## src/rtl/mips_ctrl_pkg.sv

```systemverilog
// rtl/mips_ctrl_pkg.sv - state, opcode, funct, ALU code and mux select encodings
package mips_ctrl_pkg;

  typedef enum logic [3:0] {
    S_FETCH     = 4'd0,
    S_DECODE    = 4'd1,
    S_MEM_ADDR  = 4'd2,
    S_MEM_READ  = 4'd3,
    S_MEM_WB    = 4'd4,
    S_MEM_WRITE = 4'd5,
    S_EXEC_R    = 4'd6,
    S_R_WB      = 4'd7,
    S_BRANCH    = 4'd8,
    S_JUMP      = 4'd9,
    S_EXEC_I    = 4'd10,
    S_I_WB      = 4'd11
  } state_t;

  localparam logic [5:0] OP_RTYPE = 6'b000000;
  localparam logic [5:0] OP_ADDI  = 6'b001000;
  localparam logic [5:0] OP_ORI   = 6'b001101;
  localparam logic [5:0] OP_LUI   = 6'b001111;
  localparam logic [5:0] OP_LW    = 6'b100011;
  localparam logic [5:0] OP_SW    = 6'b101011;
  localparam logic [5:0] OP_BEQ   = 6'b000100;
  localparam logic [5:0] OP_BNE   = 6'b000101;
  localparam logic [5:0] OP_J     = 6'b000010;

  localparam logic [5:0] FUNCT_ADD = 6'b100000;
  localparam logic [5:0] FUNCT_SUB = 6'b100010;
  localparam logic [5:0] FUNCT_OR  = 6'b100101;
  localparam logic [5:0] FUNCT_SLL = 6'b000000;

  localparam logic [3:0] ALU_NOP = 4'b0000;
  localparam logic [3:0] ALU_SUB = 4'b0001;
  localparam logic [3:0] ALU_OR  = 4'b0010;
  localparam logic [3:0] ALU_ADD = 4'b0011;
  localparam logic [3:0] ALU_LUI = 4'b0100;
  localparam logic [3:0] ALU_SLL = 4'b0101;

  localparam logic [1:0] SRC_B_REG     = 2'b00;
  localparam logic [1:0] SRC_B_FOUR    = 2'b01;
  localparam logic [1:0] SRC_B_IMM     = 2'b10;
  localparam logic [1:0] SRC_B_IMM_SH2 = 2'b11;

  localparam logic [1:0] PC_SRC_ALU    = 2'b00;
  localparam logic [1:0] PC_SRC_ALUOUT = 2'b01;
  localparam logic [1:0] PC_SRC_JUMP   = 2'b10;

endpackage

```

## src/rtl/alu_op_decoder.sv

```systemverilog
// rtl/alu_op_decoder.sv - R-type funct field to ALU operation code and validity flag
module alu_op_decoder
  import mips_ctrl_pkg::*;
(
  input  logic [5:0] funct_i,
  output logic [3:0] alu_operation_o,
  output logic       funct_valid_o
);

  always_comb begin
    alu_operation_o = ALU_NOP;
    funct_valid_o   = 1'b1;
    case (funct_i)
      FUNCT_ADD: alu_operation_o = ALU_ADD;
      FUNCT_SUB: alu_operation_o = ALU_SUB;
      FUNCT_OR:  alu_operation_o = ALU_OR;
      FUNCT_SLL: alu_operation_o = ALU_SLL;
      default:   funct_valid_o   = 1'b0;
    endcase
  end

endmodule

```

## src/rtl/multicycle_control_unit.sv

```systemverilog
// rtl/multicycle_control_unit.sv - multicycle MIPS controller FSM with wait-state memory
module multicycle_control_unit
  import mips_ctrl_pkg::*;
(
  input  logic       clk,
  input  logic       reset,
  input  logic [5:0] opcode_i,
  input  logic [5:0] funct_i,
  input  logic       zero_i,
  input  logic       mem_ready_i,
  output logic       mem_read_o,
  output logic       mem_write_o,
  output logic       iord_o,
  output logic       ir_write_o,
  output logic       pc_write_o,
  output logic       reg_write_o,
  output logic       reg_dst_o,
  output logic       mem_to_reg_o,
  output logic       ext_sel_o,
  output logic       alu_src_a_o,
  output logic [1:0] alu_src_b_o,
  output logic [1:0] pc_src_o,
  output logic [3:0] alu_operation_o,
  output logic       illegal_o,
  output logic [3:0] state_o
);

  state_t     state;
  logic       is_store;
  logic       is_bne;
  logic [3:0] funct_op;
  logic       funct_valid;
  logic       opcode_legal;

  alu_op_decoder u_alu_op_decoder (
    .funct_i         (funct_i),
    .alu_operation_o (funct_op),
    .funct_valid_o   (funct_valid)
  );

  always_comb begin
    opcode_legal = 1'b0;
    case (opcode_i)
      OP_RTYPE: opcode_legal = funct_valid;
      OP_ADDI, OP_ORI, OP_LUI, OP_LW, OP_SW,
      OP_BEQ, OP_BNE, OP_J: opcode_legal = 1'b1;
      default: opcode_legal = 1'b0;
    endcase
  end

  // lw/sw and beq/bne variants are latched in DECODE so later states need no opcode
  always_ff @(posedge clk or negedge reset) begin
    if (!reset) begin
      state    <= S_FETCH;
      is_store <= 1'b0;
      is_bne   <= 1'b0;
    end else begin
      case (state)
        S_FETCH: if (mem_ready_i) state <= S_DECODE;
        S_DECODE: begin
          is_store <= (opcode_i == OP_SW);
          is_bne   <= (opcode_i == OP_BNE);
          case (opcode_i)
            OP_LW, OP_SW:          state <= S_MEM_ADDR;
            OP_RTYPE:              state <= funct_valid ? S_EXEC_R : S_FETCH;
            OP_ADDI, OP_ORI, OP_LUI: state <= S_EXEC_I;
            OP_BEQ, OP_BNE:        state <= S_BRANCH;
            OP_J:                  state <= S_JUMP;
            default:               state <= S_FETCH;
          endcase
        end
        S_MEM_ADDR:  state <= is_store ? S_MEM_WRITE : S_MEM_READ;
        S_MEM_READ:  if (mem_ready_i) state <= S_MEM_WB;
        S_MEM_WRITE: if (mem_ready_i) state <= S_FETCH;
        S_EXEC_R:    state <= S_R_WB;
        S_EXEC_I:    state <= S_I_WB;
        default:     state <= S_FETCH;
      endcase
    end
  end

  always_comb begin
    mem_read_o      = 1'b0;
    mem_write_o     = 1'b0;
    iord_o          = 1'b0;
    ir_write_o      = 1'b0;
    pc_write_o      = 1'b0;
    reg_write_o     = 1'b0;
    reg_dst_o       = 1'b0;
    mem_to_reg_o    = 1'b0;
    ext_sel_o       = 1'b0;
    alu_src_a_o     = 1'b0;
    alu_src_b_o     = SRC_B_REG;
    pc_src_o        = PC_SRC_ALU;
    alu_operation_o = ALU_NOP;
    illegal_o       = 1'b0;
    case (state)
      S_FETCH: begin
        mem_read_o      = 1'b1;
        alu_src_b_o     = SRC_B_FOUR;
        alu_operation_o = ALU_ADD;
        ir_write_o      = mem_ready_i;
        pc_write_o      = mem_ready_i;
      end
      S_DECODE: begin
        alu_src_b_o     = SRC_B_IMM_SH2;
        alu_operation_o = ALU_ADD;
        illegal_o       = !opcode_legal;
      end
      S_MEM_ADDR: begin
        alu_src_a_o     = 1'b1;
        alu_src_b_o     = SRC_B_IMM;
        alu_operation_o = ALU_ADD;
      end
      S_MEM_READ: begin
        mem_read_o = 1'b1;
        iord_o     = 1'b1;
      end
      S_MEM_WB: begin
        reg_write_o  = 1'b1;
        mem_to_reg_o = 1'b1;
      end
      S_MEM_WRITE: begin
        mem_write_o = 1'b1;
        iord_o      = 1'b1;
      end
      S_EXEC_R: begin
        alu_src_a_o     = 1'b1;
        alu_operation_o = funct_op;
      end
      S_R_WB: begin
        reg_write_o = 1'b1;
        reg_dst_o   = 1'b1;
      end
      S_BRANCH: begin
        alu_src_a_o     = 1'b1;
        alu_operation_o = ALU_SUB;
        pc_src_o        = PC_SRC_ALUOUT;
        pc_write_o      = is_bne ? !zero_i : zero_i;
      end
      S_JUMP: begin
        pc_src_o   = PC_SRC_JUMP;
        pc_write_o = 1'b1;
      end
      S_EXEC_I: begin
        alu_src_a_o = 1'b1;
        alu_src_b_o = SRC_B_IMM;
        case (opcode_i)
          OP_ADDI: alu_operation_o = ALU_ADD;
          OP_ORI: begin
            alu_operation_o = ALU_OR;
            ext_sel_o       = 1'b1;
          end
          OP_LUI:  alu_operation_o = ALU_LUI;
          default: alu_operation_o = ALU_NOP;
        endcase
      end
      S_I_WB: reg_write_o = 1'b1;
      default: ;
    endcase
    // Reset suppresses every write regardless of what the state decode says
    if (!reset) begin
      pc_write_o  = 1'b0;
      ir_write_o  = 1'b0;
      reg_write_o = 1'b0;
      mem_write_o = 1'b0;
      illegal_o   = 1'b0;
    end
  end

  assign state_o = state;

endmodule

```

## config.mk

```make
export PLATFORM = sky130hd
export DESIGN_NAME = multicycle_control_unit
export DESIGN_NICKNAME = d
export VERILOG_FILES = /design/src/rtl/mips_ctrl_pkg.sv /design/src/rtl/alu_op_decoder.sv /design/src/rtl/multicycle_control_unit.sv
export SDC_FILE = /design/constraint.sdc
export NUM_CORES = 1
export LEC_CHECK = 0
export CAP_MARGIN = 20
export CORE_ASPECT_RATIO = 1.4
export CORE_MARGIN = 3
export CORE_UTILIZATION = 47
export CTS_BUF_LIST = sky130_fd_sc_hd__clkbuf_2
export DETAILED_ROUTE_END_ITERATION = 16
export PLACE_DENSITY = 0.92
export SYNTH_ARGS = -nofsm -noshare
export SYNTH_HDL_FRONTEND = slang
export SYNTH_HIERARCHICAL = 1
export SYNTH_SLANG_ARGS = --single-unit
```

## constraint.sdc

```tcl
create_clock -name clk -period 2.3 [get_ports clk]
set_clock_uncertainty 0.2 [all_clocks]
set_input_delay 0.345 -clock clk [delete_from_list [all_inputs] [get_ports clk]]
set_output_delay 0.345 -clock clk [all_outputs]
set_load 0.1 [all_outputs]
```

==> results of run 1 <==
stage by stage:
stage	worst slack, ps	hold slack [ps]	area, um2	TNS [ps]
after floorplan	-555	-151	1110	-2010
after global placement	-117	326	1900	-389
cells by family after synthesis:
logic type | synth area share [%]
and+or+nand+nor | 38.5
xor gates and xnor gates | 4.92
buffers and inverters | 7.72
adders and majority gates | 1.12
DFF | 16.9
AOI/OAI and AO/OA | 29.4
other | 0.421
muxes | 1.12
==> results_dict.tcl, run 1 <==
set metrics [dict create \
    synth_top_cell_area_share_pct 16.9 \
    row_count 18 \
    stop_stage "detailed placement" \
    ys.flop_type "dfrtp_1" \
    die_w_um 42.8 \
    synthTopCellsByArea "dfrtp_1 17%, nor2_1 5.9%, nand2_1 4.6%" \
    postSynthCellCount 127 \
    place.gp.congestion 0.873 \
    syn_area_per_cell_um2 7.01 \
    firstError "[ERROR DPL-0038] Utilization greater than 100%, impossible to legalize" \
    outcome "aborted with a tool error" \
    syn_nets 143 \
    async_flop_share_pct 100 \
    synth_common_cells "14 x nor2_1, 11 x nand2_1, 8 x nor3_1, 7 x buf_2" \
    ys_warn_count 6 \
    synth_edf_count 0 \
    start_util_pct 50.1 \
    yosysMostFrequentCell "nor2_1" \
    die_y_um 57.5 \
    ys_types 46 \
    syn-cell-area_um2 891 \
    port_buffers 37 \
    synth-seq-cells 6 \
    io_pins 39 \
    netlist.top_cell.by_area "dfrtp_1" \
    yosysSeqAreaShare_pct 16.9 \
]
==> inputs of run 2 (changes only) <==
CORE_AREA = 3 3 64 66   (was not set)
CORE_ASPECT_RATIO = not set   (was 1.4)
CORE_MARGIN = not set   (was 3)
CORE_UTILIZATION = not set   (was 47)
CTS_BUF_LIST = not set   (was sky130_fd_sc_hd__clkbuf_2)
DIE_AREA = 0 0 67 69   (was not set)
PLACE_DENSITY = not set   (was 0.92)
PLACE_DENSITY_LB_ADDON = 0.15   (was not set)
==> run 2 against run 1 <==
The run now ends clean. Area after synthesis is the same. Synthesized cell count is the same.
==> results_dict.tcl, run 2 <==
set metrics [dict create \
    ant_nets 0 \
    place.gp.congestion 0.866 \
    final_common_cell "buf_4" \
    syn_to_final_growth_pct 141 \
    syn-cell-area_um2 891 \
    num_vias 1251 \
    place_ws_ps -174 \
    power_density_mw_per_mm2 956 \
    cts_inserted_buffers 3 \
    antenna_found_initial 0 \
    startpoint_type "register" \
    cpMostUsedCell "nor2_4" \
    max_freq_mhz 443 \
    arrival_ps 1710 \
    cpLargestDelayFamily "simple AND/OR/NAND/NOR gates" \
    min_path_type "primary input to asynchronous set/reset pin" \
    wl_per_cell_um 14.6 \
    critPathBufInv 2 \
    cts_max_path_buffers 2 \
    drive_gt1_share_pct 57.2 \
    multi_input_area_um2 935 \
    timing.final.ws_setup_ps 41.1 \
    synth-seq-cells 6 \
    hold_viol 0 \
    fin_crit_sh_pct 98.2 \
    first_global_vias 1233 \
    async_flop_share_pct 100 \
    grt-ovfl-total 0 \
    rrSetupSlack_ps 450 \
    postSynthCellCount 127 \
    io_pins 39 \
    leakagePower_uw 0.000877 \
    outcome "finished clean" \
    synth_edf_count 0 \
    crit_path_end_kind "primary output" \
    final_cell_mix "42 x buf_4, 21 x buf_12, 10 x nand2_1" \
    die_y_um 69 \
    drc 0 \
    start_util_pct 24.5 \
    htree_levels 1 \
    syn_area_per_cell_um2 7.01 \
    row_count 22 \
    clk_pin_slew_ps 30 \
    largest_reg_flops 4 \
    rsz0062_at_grt "no" \
    syn_nets 143 \
    slew_violations 0 \
    port_buffers 37 \
    register_area_um2 163 \
    dieArea_mm2 0.00462 \
    yosysMostFrequentCell "nor2_1" \
    synth_common_cells "14 x nor2_1, 11 x nand2_1, 8 x nor3_1, 7 x buf_2" \
    ir_drop_uv 404 \
    cp_cell_sequence "or2b_4, nor2_4, nand3_4, buf_4, nor2_4, buf_12" \
    drt-vias-per-instance 5.02 \
    postCtsHoldBufs 0 \
    ys_types 46 \
    grt.total_usage_pct 16.2 \
    grt_pass1_wl_um 5980 \
    ys.flop_type "dfrtp_1" \
    synth_top_cell_area_share_pct 16.9 \
    grt_max_degree 13 \
    clk_latency_ps 220 \
    antenna_cells 0 \
    ys_warn_count 6 \
    root_buffer "clkbuf_8" \
    coreArea_mm2 0.00363 \
    cpMaxStageDelayCell "dfrtp_4" \
    cts_tree "built" \
    dp.cells 239 \
    finalSetupViolCount 0 \
    slowest_delay_ps 480 \
    cap_violations 0 \
    synthTopCellsByArea "dfrtp_1 17%, nor2_1 5.9%, nand2_1 4.6%" \
    crit_required_ps 1750 \
    drtIter0Drc 63 \
    dp_hpwl_um 2980 \
    num-nets-final 219 \
    final_cells 249 \
    wl_um 3640 \
    fill_cells 332 \
    fin_crit_ps 2260 \
    die_w_um 67 \
    slew-limit-headroom_pct 35.4 \
    netlist.top_cell.by_area "dfrtp_1" \
    worst_pin_slew_ps 973 \
    crit_path_max_fanout 6 \
    clkSinkCount 6 \
    drt_pass1_iterations 4 \
    yosysSeqAreaShare_pct 16.9 \
    crit_type "register to primary output" \
]
[run 2: cell counts after synthesis]
Identical to the previous run, type by type.
[run 2: logic make-up after synthesis]
group | synth area share, %
other | 0.421
adders and majority gates | 1.12
xor gates and xnor gates | 4.92
and+or+nand+nor | 38.5
buffers and inverters | 7.72
DFF | 16.9
AOI/OAI and AO/OA | 29.4
muxes | 1.12
[run 2: final timing paths]
check,cells past startpoint,to,startpoint
worst max-delay path,6,ext_sel_o,state_o[2]
worst min-delay path,2,state_o[2],reset
worst max register to register,5,state_o[1],state_o[2]
worst min register to register,2,is_store,is_store
max in group asynchronous,2,state_o[0],reset
min in group clk,2,is_store,is_store
[run 2: per-stage QoR]
step	area (um2)	TNS [ps]	total power [uW]	hold WS [ps]	util, %
final	2150	0	2050	257	59.1
after global placement	1960	-433	1830	353	53.8
after floorplan	1110	-2010	1260	-151	-
after CTS	2040	-11.7	2020	252	56.1
after global routing	2150	0	2140	262	59.1
after detailed placement	1960	-604	1840	353	53.8
[run 2: metal layers]
metal  part of all wire (%)  GRT usage [%]  routed length [um]  vias up
met1                     39           18.7                1420      595
met5                      0              0                   0        -
met4                   0.47           2.70                  17        0
met3                    4.6           3.26                 168        2
li1                       -              -                   -      615
met2                     56           30.1                2030       39
[run 2: timing repair]
| action | 4_1_cts | 5_1_grt |
|---|---|---|
| endpoints found under the setup margin | 5 | 5 |
| resized for setup | 20 | 13 |
| setup buffers | 2 | 5 |
| gates cloned | 0 | 1 |
| pin swaps | 10 | 6 |
[run 2: worst reg2reg max path, delay by kind of cell, from the launching register on]
family	cells	cell delay (ps)
AO/OA/AOI/OAI	3	690
buffers and inverters	2	370
flip-flops	1	480
[run 2: power by group]
part           internal [uW]  switching, uW
sequential               133           40.2
combinational            658           1070
clock                    112           39.0
[run 2: layout make-up]
cell class | instances | share of cell area (%)
Multi-Input combinational cell | 107 | 43.5
Inverter | 4 | 0.699
Tap cell | 48 | 2.80
Timing Repair Buffer | 81 | 43.5
Sequential cell | 6 | 7.57
Clock buffer | 3 | 1.92
No activity file was read; power rests on OpenSTA's default activity.
==> inputs of run 3 (changes only) <==
TNS_END_PERCENT = 1   (was not set)
==> run 3 against run 2 <==
Via count decreased by 0.80%. Worst setup slack got worse by 6.5 ps. Count of clock-buffer cells in the layout unchanged. Global-route usage decreased by 0.66 points. Highest routed layer unchanged.
==> results_dict.tcl, run 3 (synthesis results as in run 2) <==
set metrics [dict create \
    largest_reg_flops 4 \
    arrival_ps 1720 \
    postCtsHoldBufs 0 \
    num_vias 1241 \
    drive_gt1_share_pct 56.3 \
    drtIter0Drc 52 \
    place_area_mm2 0.00183 \
    cts_tree "built" \
    die_y_um 69 \
    grt_max_degree 15 \
    startpoint_type "register" \
    comb_power_share_pct 84.0 \
    slew-limit-headroom_pct 35.3 \
    die_w_um 67 \
    power_density_mw_per_mm2 985 \
    final_cell_mix "42 x buf_4, 20 x buf_12, 11 x nand2_1" \
    fin_crit_sh_pct 98.5 \
    clk_pin_slew_ps 40 \
    root_buffer "clkbuf_8" \
    max_freq_mhz 441 \
    crit_type "register to primary output" \
    num-nets-final 217 \
    clk_latency_ps 220 \
    coreArea_mm2 0.00363 \
    crit_path_max_fanout 6 \
    outcome "finished clean" \
    drt_pass1_iterations 4 \
    p_switching_uw 1130 \
    ir_drop_uv 387 \
    clkSinkCount 6 \
    drt-vias-per-instance 5.02 \
    p_sw_share_pct 55.9 \
    min_path_type "register to register" \
    hold_viol 0 \
    antenna_found_initial 0 \
    syn_to_final_growth_pct 130 \
    start_util_pct 24.5 \
    cts_inserted_buffers 3 \
    antenna_cells 0 \
    port_buffers 37 \
    worst_pin_slew_ps 974 \
    place.gp.congestion 0.825 \
    grt.total_usage_pct 15.6 \
    design_area_mm2 0.00205 \
    cts_max_path_buffers 2 \
    p_total_uw 2020 \
    dieArea_mm2 0.00462 \
    row_count 22 \
    clkPwrFrac_pct 7.5 \
    htree_levels 1 \
    finalSetupViolCount 0 \
    final_common_cell "buf_4" \
    grt_pass1_wl_um 5790 \
    leakagePower_uw 0.000864 \
    slew_violations 0 \
    crit_required_ps 1750 \
    rsz0062_at_grt "yes" \
    grt-ovfl-total 0 \
    fill_cells 359 \
    cap_violations 0 \
    final_util_pct 56.5 \
    wl_um 3560 \
    ant_nets 0 \
    fin_crit_ps 2270 \
    p_int_uw 891 \
    first_global_vias 1225 \
    wl_per_cell_um 14.4 \
    p_seq_share_pct 8.5 \
    drc 0 \
    dp_hpwl_um 2750 \
    crit_path_end_kind "primary output" \
    io_pins 39 \
]
[run 3: final timing paths]
kind / start / slack [ps] / end / depth (start not counted)
min in group asynchronous: reset / 470 / state_o[2] / 2
setup reg to reg: state_o[2] / 470 / state_o[1] / 5
hold / removal: is_bne / 340 / is_bne / 2
setup / recovery: state_o[2] / 30 / pc_write_o / 6
hold reg to reg: is_bne / 340 / is_bne / 2
max in group asynchronous: reset / 1300 / state_o[0] / 2
[run 3: layout make-up]
class | instances | area [um2] | area share (%)
Inverter | 4 | 15.0 | 0.731
Timing Repair Buffer | 79 | 877 | 42.7
Multi-Input combinational cell | 107 | 897 | 43.7
Tap cell | 48 | 60.1 | 2.93
Sequential cell | 6 | 163 | 7.92
Clock buffer | 3 | 41.3 | 2.01
[run 3: routing by layer]
metal  vias up  GRT usage (%)  part of all wire [%]
li1        610              -                     -
met1       588           19.3                    38
met2        39           27.8                    57
met3         4           1.95                   3.8
met4         0           3.38                  0.98
met5         -              0                     0
[run 3: what timing repair did]
item	in CTS	in global routing
endpoints found under the setup margin	6	7
buffers inserted	4	7
pin swaps	9	7
resized for setup	25	16
[run 3: per-stage QoR]
step	hold WS, ps	cells	setup WS [ps]	TNS [ps]
2_1_floorplan	-151	127	-555	-5420
6_report	342	247	34.6	0
3_3_place_gp	332	234	-187	-589
5_1_grt	366	247	-36.5	-45.2
3_5_place_dp	327	234	-228	-769
4_1_cts	333	240	-20.2	-20.2
[run 3: power groups by stage]
stage	Clock (uW)	Sequential [uW]	Combinational, uW
finish	152	172	1700
global route	169	174	1770
CTS	156	194	1600
detailed placement	0	195	1570
global placement	0	193	1560
floorplan	0	274	923
[run 3: worst max-delay path, cell delays in order (launching register included)]
cell	delay [ps]
dfrtp_4	490
or2b_4	280
buf_4	170
nor3b_2	180
o21ai_1	120
nand2b_4	90
buf_12	170
